File: src/rtl/mux_sched_pkg.sv
// mux_sched_pkg: shared types and helpers for the mux4to1 power-clock sequencer.
//   phase_e     : adiabatic power-clock phase codes (WAIT/EVAL/HOLD/RECOVER)
//   state_e     : sequencer state (IDLE parked, RUN ticking)
//   phase_next(): next phase in the four-phase rotation
//   phase_prev(): previous phase; stage 1 runs one phase behind stage 0
package mux_sched_pkg;

    typedef enum logic [1:0] {
        PhWait    = 2'd0,
        PhEval    = 2'd1,
        PhHold    = 2'd2,
        PhRecover = 2'd3
    } phase_e;

    typedef enum logic {
        StIdle = 1'b0,
        StRun  = 1'b1
    } state_e;

    function automatic phase_e phase_next(input phase_e p);
        logic [1:0] n;
        n = 2'(p) + 2'd1;
        return phase_e'(n);
    endfunction

    function automatic phase_e phase_prev(input phase_e p);
        logic [1:0] n;
        n = 2'(p) - 2'd1;
        return phase_e'(n);
    endfunction

endpackage

File: src/rtl/rr_arbiter.sv
// rr_arbiter: round-robin arbiter with an internal rotating priority pointer.
//   clk, rst_n : clock, asynchronous active-low reset
//   req        : N request lines
//   advance    : commit the current grant; pointer moves past the winner
//   grant      : one-hot grant (zero when no request)
//   grant_idx  : index of the granted requester
module rr_arbiter #(
    parameter int unsigned N = 4
) (
    input  logic                 clk,
    input  logic                 rst_n,
    input  logic [N-1:0]         req,
    input  logic                 advance,
    output logic [N-1:0]         grant,
    output logic [$clog2(N)-1:0] grant_idx
);

    localparam int unsigned IdxW = $clog2(N);

    logic [IdxW-1:0] rr_q, rr_d;
    logic [IdxW-1:0] idx;
    logic            found;

    // (base + off) mod N for base < N and off < N
    function automatic logic [IdxW-1:0] wrap_add(input logic [IdxW-1:0] base,
                                                  input int unsigned off);
        int unsigned s;
        s = 32'(base) + off;
        if (s >= N) begin
            s = s - N;
        end
        return IdxW'(s);
    endfunction

    // Scan from the pointer upward; the first active request wins.
    always_comb begin
        grant     = '0;
        grant_idx = '0;
        found     = 1'b0;
        idx       = '0;
        for (int unsigned k = 0; k < N; k++) begin
            idx = wrap_add(rr_q, k);
            if (!found && req[idx]) begin
                found      = 1'b1;
                grant[idx] = 1'b1;
                grant_idx  = idx;
            end
        end
    end

    always_comb begin
        rr_d = rr_q;
        if (advance && found) begin
            rr_d = (grant_idx == IdxW'(N - 1)) ? '0 : grant_idx + 1'b1;
        end
    end

    always_ff @(posedge clk or negedge rst_n) begin
        if (!rst_n) begin
            rr_q <= '0;
        end else begin
            rr_q <= rr_d;
        end
    end

endmodule

File: src/rtl/mux4to1_sched.sv
// mux4to1_sched: power-clock sequencer and round-robin arbiter for the two-stage
// adiabatic mux4to1. Stage 0 phases on pc0, stage 1 lags one phase on pc1; the
// mux selects in0/in1 are held across each stage's evaluate-hold-recover window.
//   clk, rst_n : clock, asynchronous active-low reset
//   req_valid  : per-requester request (N)
//   req_sel    : per-requester {in1,in0} select, requester i at [2i+1:2i]
//   req_ready  : one-hot grant, only on accept cycles
//   in0, in1   : stage-0 / stage-1 mux selects
//   pc0, pc1   : stage-0 / stage-1 phase codes (0 WAIT, 1 EVAL, 2 HOLD, 3 RECOVER)
//   out_valid  : one-cycle pulse on the first cycle of stage-1 HOLD
//   out_id     : requester id of the result, held between pulses
//   busy       : an operation is in flight
// Build option: define MUXSCHED_IDLE_PARK_EN to park the power clocks at WAIT in
// an IDLE state when there is no work; otherwise phases free-run from reset.
module mux4to1_sched
    import mux_sched_pkg::*;
#(
    parameter int unsigned N = 4,
    parameter int unsigned P = 4
) (
    input  logic                 clk,
    input  logic                 rst_n,
    input  logic [N-1:0]         req_valid,
    input  logic [2*N-1:0]       req_sel,
    output logic [N-1:0]         req_ready,
    output logic                 in0,
    output logic                 in1,
    output logic [1:0]           pc0,
    output logic [1:0]           pc1,
    output logic                 out_valid,
    output logic [$clog2(N)-1:0] out_id,
    output logic                 busy
);

    localparam int unsigned    IdxW   = $clog2(N);
    localparam int unsigned    CntW   = (P > 1) ? $clog2(P) : 1;
    localparam logic [CntW-1:0] CntMax = CntW'(P - 1);

`ifdef MUXSCHED_IDLE_PARK_EN
    localparam state_e StReset = StIdle;
`else
    localparam state_e StReset = StRun;
`endif

    state_e          state_q, state_d;
    phase_e          pc0_q, pc0_d;
    logic [CntW-1:0] cnt_q, cnt_d;
    logic            in0_q, in0_d;
    logic            in1_q, in1_d;
    logic            sel1_q, sel1_d;
    logic [IdxW-1:0] id_q, id_d;
    logic            busy_q, busy_d;
    logic            out_valid_q, out_valid_d;
    logic [IdxW-1:0] out_id_q, out_id_d;

    logic            tick;
    logic            accept_win;
    logic            accept;
    logic [N-1:0]    grant;
    logic [IdxW-1:0] grant_idx;
    logic [1:0]      sel_pair;

    assign tick = (state_q == StRun) && (cnt_q == CntMax);

`ifdef MUXSCHED_IDLE_PARK_EN
    assign accept_win = (state_q == StIdle) || (tick && (pc0_q == PhWait));
`else
    assign accept_win = tick && (pc0_q == PhWait);
`endif

    assign accept = accept_win && (|req_valid);

    rr_arbiter #(
        .N (N)
    ) u_arb (
        .clk       (clk),
        .rst_n     (rst_n),
        .req       (req_valid),
        .advance   (accept),
        .grant     (grant),
        .grant_idx (grant_idx)
    );

    assign sel_pair = req_sel[2*int'(grant_idx) +: 2];

    // Phase sequencer
    always_comb begin
        state_d = state_q;
        pc0_d   = pc0_q;
        cnt_d   = cnt_q;
        unique case (state_q)
            StIdle: begin
                if (accept) begin
                    state_d = StRun;
                    pc0_d   = PhEval;
                    cnt_d   = '0;
                end
            end
            StRun: begin
                if (tick) begin
                    cnt_d = '0;
                    pc0_d = phase_next(pc0_q);
`ifdef MUXSCHED_IDLE_PARK_EN
                    // Stage 1 finishes RECOVER with this WAIT, so parking is safe.
                    if ((pc0_q == PhWait) && !accept) begin
                        state_d = StIdle;
                        pc0_d   = PhWait;
                    end
`endif
                end else begin
                    cnt_d = cnt_q + 1'b1;
                end
            end
            default: begin
                state_d = StReset;
            end
        endcase
    end

    // Select capture and completion tracking. Ops are 4P apart, so one slot of
    // captured state is enough; busy_q marks whether the current slot is real.
    always_comb begin
        in0_d       = in0_q;
        in1_d       = in1_q;
        sel1_d      = sel1_q;
        id_d        = id_q;
        busy_d      = busy_q;
        out_valid_d = 1'b0;
        out_id_d    = out_id_q;

        if (tick && (pc0_q == PhWait)) begin
            busy_d = 1'b0;
        end
        // Stage 1 enters EVAL as stage 0 leaves EVAL.
        if (tick && (pc0_q == PhEval) && busy_q) begin
            in1_d = sel1_q;
        end
        // Stage 1 enters HOLD as stage 0 leaves HOLD.
        if (tick && (pc0_q == PhHold) && busy_q) begin
            out_valid_d = 1'b1;
            out_id_d    = id_q;
        end
        if (accept) begin
            in0_d  = sel_pair[0];
            sel1_d = sel_pair[1];
            id_d   = grant_idx;
            busy_d = 1'b1;
        end
    end

    always_ff @(posedge clk or negedge rst_n) begin
        if (!rst_n) begin
            state_q     <= StReset;
            pc0_q       <= PhWait;
            cnt_q       <= '0;
            in0_q       <= 1'b0;
            in1_q       <= 1'b0;
            sel1_q      <= 1'b0;
            id_q        <= '0;
            busy_q      <= 1'b0;
            out_valid_q <= 1'b0;
            out_id_q    <= '0;
        end else begin
            state_q     <= state_d;
            pc0_q       <= pc0_d;
            cnt_q       <= cnt_d;
            in0_q       <= in0_d;
            in1_q       <= in1_d;
            sel1_q      <= sel1_d;
            id_q        <= id_d;
            busy_q      <= busy_d;
            out_valid_q <= out_valid_d;
            out_id_q    <= out_id_d;
        end
    end

    assign req_ready = accept_win ? grant : '0;
    assign in0       = in0_q;
    assign in1       = in1_q;
    assign pc0       = 2'(pc0_q);
    assign pc1       = (state_q == StIdle) ? 2'(PhWait) : 2'(phase_prev(pc0_q));
    assign out_valid = out_valid_q;
    assign out_id    = out_id_q;
    assign busy      = busy_q;

endmodule

File: config.mk
export PLATFORM = sky130hd
export DESIGN_NAME = mux4to1_sched
export DESIGN_NICKNAME = d
export VERILOG_FILES = /design/src/rtl/mux_sched_pkg.sv /design/src/rtl/rr_arbiter.sv /design/src/rtl/mux4to1_sched.sv
export SDC_FILE = /design/constraint.sdc
export NUM_CORES = 1
export LEC_CHECK = 0
export BUFFER_PORTS_ARGS = -buffer_cell sky130_fd_sc_hd__buf_2
export CAP_MARGIN = 25
export CORE_MARGIN = 2
export CORE_UTILIZATION = 45
export CTS_CLUSTER_DIAMETER = 40
export CTS_CLUSTER_SIZE = 40
export DETAILED_ROUTE_END_ITERATION = 16
export GPL_ROUTABILITY_DRIVEN = 1
export PLACE_DENSITY_LB_ADDON = 0.2
export SLEW_MARGIN = 20
export SYNTH_ARGS = -nofsm -noshare
export SYNTH_HDL_FRONTEND = slang
export SYNTH_SLANG_ARGS = --single-unit
File: constraint.sdc
create_clock -name clk -period 4.35 [get_ports clk]
set_input_delay 0.2175 -clock clk [delete_from_list [all_inputs] [get_ports clk]]
set_output_delay 0.2175 -clock clk [all_outputs]
set_load 0.01 [all_outputs]
==> Yosys cells after proc, flatten, opt, wreduce, memory -nomap -nowiden <==
Index checks and enable logic that the tools add are counted.
{ "classes": {"n_div": 0, "shifts": 1, "n_mux": 46, "order_cmp": 12, "n_reduce_logical": 22, "n_bitwise": 4, "eq_ne": 6, "addsub": 11, "mul": 0} }
{ "ops": {"columns": ["op", "n"], "rows": [
  ["$mux W2", 14],
  ["$mux W4", 5],
  ["$mux W1", 17],
  ["$logic_and A1 B1 Y1", 15],
  ["$lt A2 B3 Y1 const B", 4],
  ["$or A4 B4 Y4", 3],
  ["$sub A2 B1 Y2 const B", 5],
  ["$ge A3 B3 Y1 const B", 3],
  ["$bmux W1 S2", 4],
  ["$demux W1 S2", 4],
  ["$ge A2 B1 Y1 const B", 4],
  ["$pmux W2 S2", 2],
  ["$shiftx A8 B4 Y2", 1],
  ["$add A2 B1 Y2 const B", 3],
  ["$add A2 B2 Y3 const B", 2],
  ["$eq A2 B2 Y1 const B", 3],
  ["$ne A2 B1 Y1 const B", 2],
  ["$reduce_or A4 Y1", 1],
  ["$add A2 B1 Y3 const B", 1],
  ["$ge A2 B3 Y1 const B", 1],
  ["$logic_not A1 Y1", 3],
  ["$eq A2 B1 Y1 const B", 1],
  ["$logic_not A2 Y1", 1],
  ["$reduce_and A2 Y1", 1],
  ["2 further kinds", 2]
]} }
{ "word_totals": {"mem_count": 0, "wordCells": 113, "register_bits": 16, "mem_bits_rw": 0, "latch_bits": 0, "romBits": 0} }

==> Logic depth before layout (Yosys ltp) <==
{ "depth": {"depth_word": 16, "mapped_depth": 9} }

==> Cells and area by module <==
From an unflattened synthesis, not the netlist that was laid out.
{ "unflattened": {"cells_unflattened": 109, "area_unflattened_um2": 1244.9} }
{ "modules_own_cells": {"columns": ["module", "area_per_inst_um2", "n_inst", "cells_each", "seq_area_each_um2"], "rows": [
  ["mux4to1_sched", 715.7, 1, 53, 351.6],
  ["rr_arbiter", 529.3, 1, 56, 50.0]
]} }

==> Worst setup path before layout <==
OpenSTA, ideal clock, no wires.
{ "synth_path": {"kind": "reg-to-reg", "startpoint": "register u_arb.rr_q[0]", "endpoint": "register in0_q, in the netlist in0", "setup_slack_ns": 1.237, "path_stages_with_launch": 10, "path_buffers": 1, "synth_period_minus_slack_ns": 3.113, "t_arrival_ns": 2.988, "cell_sequence": "dfrtp_1 -> buf_4 -> inv_1 -> ha_1 -> or3_1 -> or4b_1 -> o311ai_1 -> o31a_1 -> mux4_2 -> mux2_2"} }
{ "synth_between": {"elab_chain_cells": 15, "word_cells_on_any_way": 37, "classes_between": "add/sub (7); order compare (4); shift (1); mux (19); reduce/logical (6)"} }
{ "synth_lines": {"columns": ["element", "line_no", "source"], "rows": [
  ["from (decl)", "rr_arbiter.sv:20", "logic [IdxW-1:0] rr_q, rr_d;"],
  ["from (signal assigned)", "rr_arbiter.sv:62", "rr_q <= rr_d;"],
  ["branches (longest 13 deep; another with $add A2 B1 Y3)", null, null],
  ["$mux W2 *", "rr_arbiter.sv:43", "if (!found && req[idx]) begin"],
  ["$shiftx A8 B4 Y2 *", "mux4to1_sched.sv:84", "assign sel_pair = req_sel[2*int'(grant_idx) +: 2];"],
  ["to (signal assigned)", "mux4to1_sched.sv:167", "in0_q <= in0_d;"],
  ["to (decl)", "mux4to1_sched.sv:48", "logic in0_q, in0_d;"]
]} }
Mark *: on every way between the ends. The select of a mux whose other input is x is not followed.
A chain may end at the register's enable or synchronous reset.

==> Final worst setup path <==
{ "layout_path": {"startpoint": "register u_arb.rr_q[1]", "endpoint": "register sel1_q"} }
{ "layout_between": {"elab_chain_cells": 15, "word_cells_on_any_way": 37, "classes_between": "add/sub (7); order compare (4); shift (1); mux (19); reduce/logical (6)"} }
{ "layout_lines": {"columns": ["element", "line_no", "source"], "rows": [
  ["branches (longest 13 deep; another with $add A2 B1 Y3)", null, null],
  ["$mux W2 *", "rr_arbiter.sv:43", null],
  ["$shiftx A8 B4 Y2 *", "mux4to1_sched.sv:84", null],
  ["to (signal assigned)", "mux4to1_sched.sv:169", "sel1_q <= sel1_d;"],
  ["to (decl)", "mux4to1_sched.sv:50", "logic sel1_q, sel1_d;"]
]} }
Marked as above.

==> flow_summary_export.csv <==
group,metric,value,unit
outcome,status,"completed",
global_routing,grt_pass1_vias,922,
timing,fmax,0.311,GHz
route,drtAntennaViolNets,0,
yosys,synth_seq_area_share,33.0,%
power_and_ir_drop,irDropWorstVdd,0.201,mV
hold_path,holdCritPathClass,"in2async",
clock_network,h-tree-depth,1,
clock_network,cts_buffers,3,
timing,finalCritPeriodShare,73.9,%
clock_network,cts_num_sinks,16,
power_and_ir_drop,p_leak,0.663,nW
timing,fin_worst_hold_slack,0.362,ns
floorplanning,die_area,3140,um^2
yosys,yosys.area.top_type,"dfrtp_1",
setup_path,worstPathCellList,"inv_1 > ha_1 > or3_1 > or4b_1 > o311ai_1 > o31a_1 > mux4_2 > mux2_2",
route,routed_wl,2.32,mm
setup_path,critical_path.max_fanout,12,
setup_path,crit_path_end_kind,"flop",
timing,finalSetupViolations,0,
route,avgViaCountPerCell,5.56,
setup_path,rr_worst_depth,8,
clock_network,path_clk_slew,0.09,ns
floorplanning,io_pins,28,
global_routing,grt-ovfl-total,0,
final_layout,antennaDiodeCount,0,
clock_network,clk-insertion-delay-late,0.28,ns
setup_path,crit_type,"reg2reg",
timing,period_needed,3.21,ns
route,num_vias,945,
yosys,yosys_warnings,0,
setup_path,cp_data_arrival_time,3.39,ns
route,dr.pass1.iters,4,
timing,rsz0062_at_grt,"false",
yosys,ys_types,35,
setup_path,slowest_stage,"dfrtp_1",
run,drv_cap,0,
clock_network,clockBufferDepth,2,
yosys,syn_nets,139,
floorplanning,core_area,2520,um^2
yosys,synth_most_common_cell,"dfrtp_1",
final_layout,final_nets,166,
placed_design,place_area,1340,um^2
final_layout,post_route_cells_drive_above_1_share,33.6,%
yosys,synthCells,114,
floorplanning,fp-row-count,18,
floorplanning,die_h,56.0,um
yosys,synthTopCellsByArea,"dfrtp_1 (31%), ha_1 (11%), mux4_2 (9.2%)",
yosys,synth-seq-cells,16,
power_and_ir_drop,powerDensity,252,nW/um^2
final_layout,fin_cells,170,
yosys,yosys_most_used_dff,"dfrtp_1",
power_and_ir_drop,power,0.000346,W
clock_network,root_buffer,"clkbuf_4",
timing,drv_slew,0,
setup_path,start_kind,"flop",
timing,max-slew-margin-rel,49.6,%
timing,timing.setup.tns,0,ns
global_routing,antenna_found_initial,0,
placed_design,dp_cells,165,
route,drc,0,
placed_design,hpwlAfterDp,1.80,mm
yosys,netlist.area_leader.share,30.8,%
timing,worst_clock_skew,0.00175,ns
setup_path,required,4.52,ns
final_layout,area_growth,12.8,%
final_layout,fin_area,1380,um^2
route,wl_per_cell,13.6,um
yosys,yosys-top-cells-count,"dfrtp_1 (15), nor2_1 (12), ha_1 (11)",
timing,worstMarginPinSlew,0.756,ns
setup_path,cp_slowest_stage_delay,0.56,ns
timing,hold_viol,0,
global_routing,grt_max_degree,19,
floorplanning,initial_core_util,48.3,%
yosys,synth_edf_count,0,
placed_design,gp_congestion,0.818,
yosys,syn_area_per_cell,10.7,um^2
global_routing,grt_pass1_wl,4.06,mm
clock_network,cts_tree,"yes",
yosys,synthArstFlopShare,100,%
route,drt_iter0_drc,18,
floorplanning,die_x,56.0,um
placed_design,port-buffer-count,27,
global_routing,grtUsageTotal,16.1,%
yosys,syn_area,1220,um^2
[layout make-up]
class,count,area [um^2]
Tap cell,30,37.5
Multi-Input combinational cell,86,738
Timing Repair Buffer,29,153
Fill cell,227,1150
Inverter,5,18.8
Clock buffer,4,26.3
Sequential cell,16,402
[per-stage QoR]
stage	setup WS (ns)	util (%)
6_report	1.14	54.5
4_1_cts	1.12	54.5
5_1_grt	0.886	54.5
2_1_floorplan	1.24	-
3_3_place_gp	1.22	53.1
3_5_place_dp	1.13	53.1
[kinds of logic after synthesis]
kind of cell / count (synthesis) / synth area share, %
multiplexers: 13 / 16.5
adder cells (fa/ha/maj): 11 / 11.3
XOR/XNOR: 4 / 3.49
flip-flops: 16 / 33.0
AND/OR/NAND/NOR: 40 / 18.6
AO/OA/AOI/OAI: 18 / 10.7
buffers and inverters: 12 / 6.47
[power breakdown]
group          switching [W]  internal [W]
clock network      0.0000449     0.0000356
logic              0.0000557     0.0000516
registers         0.00000505      0.000153
total               0.000106      0.000241
[routing by layer]
layer  part of all wire, %  global-route usage, %
met1                    47                   20.7
met2                    49                   26.2
met3                   4.0                   4.42
met4                  0.52                   5.44
met5                     0                      0
[final timing paths]
| path | start | endpoint | slack, ns |
|---|---|---|---|
| min in group clk | req_sel[2] | in0 | 0.38 |
| min | rst_n | out_id[0] | 0.36 |
| max | u_arb.rr_q[1] | sel1_q | 1.14 |
| max in group asynchronous | rst_n | state_q | 3.69 |
| min reg2reg | state_q | state_q | 0.43 |
| max reg2reg | u_arb.rr_q[1] | sel1_q | 1.14 |
[state kept, by name, summed over array words and instances (netlist names)]
name,flops
out_id,2
u_arb.rr_q,2
cnt_q,2
id_q,2
out_valid,1
busy,1
in1,1
sel1_q,1
pc0,2
in0,1
state_q,1
[critical path: cells and delay by family (launching register included)]
kind / cells / cell delay, ns
AOI/OAI and AO/OA: 2 / 0.56
adders and majority gates: 1 / 0.37
DFF: 1 / 0.56
buffers and inverters: 1 / 0.16
muxes: 2 / 0.58
and+or+nand+nor: 2 / 0.87
[layout by cell type, fill, tap and decap left out, types with 2 or more instances in the layout]
| cell type | count |
|---|---|
| inv_1 | 5 |
| nand3_1 | 5 |
| dfrtp_1 | 15 |
| mux4_2 | 5 |
| xnor2_1 | 2 |
| nor2b_1 | 2 |
| nand2b_1 | 2 |
| clkbuf_4 | 3 |
| ha_1 | 11 |
| a22oi_1 | 4 |
| nand2_1 | 8 |
| nor2_1 | 12 |
| nor3b_1 | 2 |
| buf_2 | 27 |
| a21oi_1 | 3 |
| nand4_1 | 3 |
| a221oi_1 | 4 |
| o21ai_0 | 2 |
| mux2_2 | 7 |
[repair_timing]
item,4_1_cts,5_1_grt
gates resized for setup,0,0
endpoints found under the setup margin,0,0
setup buffers,0,0
hold endpoints to repair,15,0
hold buffers,1,0
Note: power is estimated with default switching activity, not from simulation.
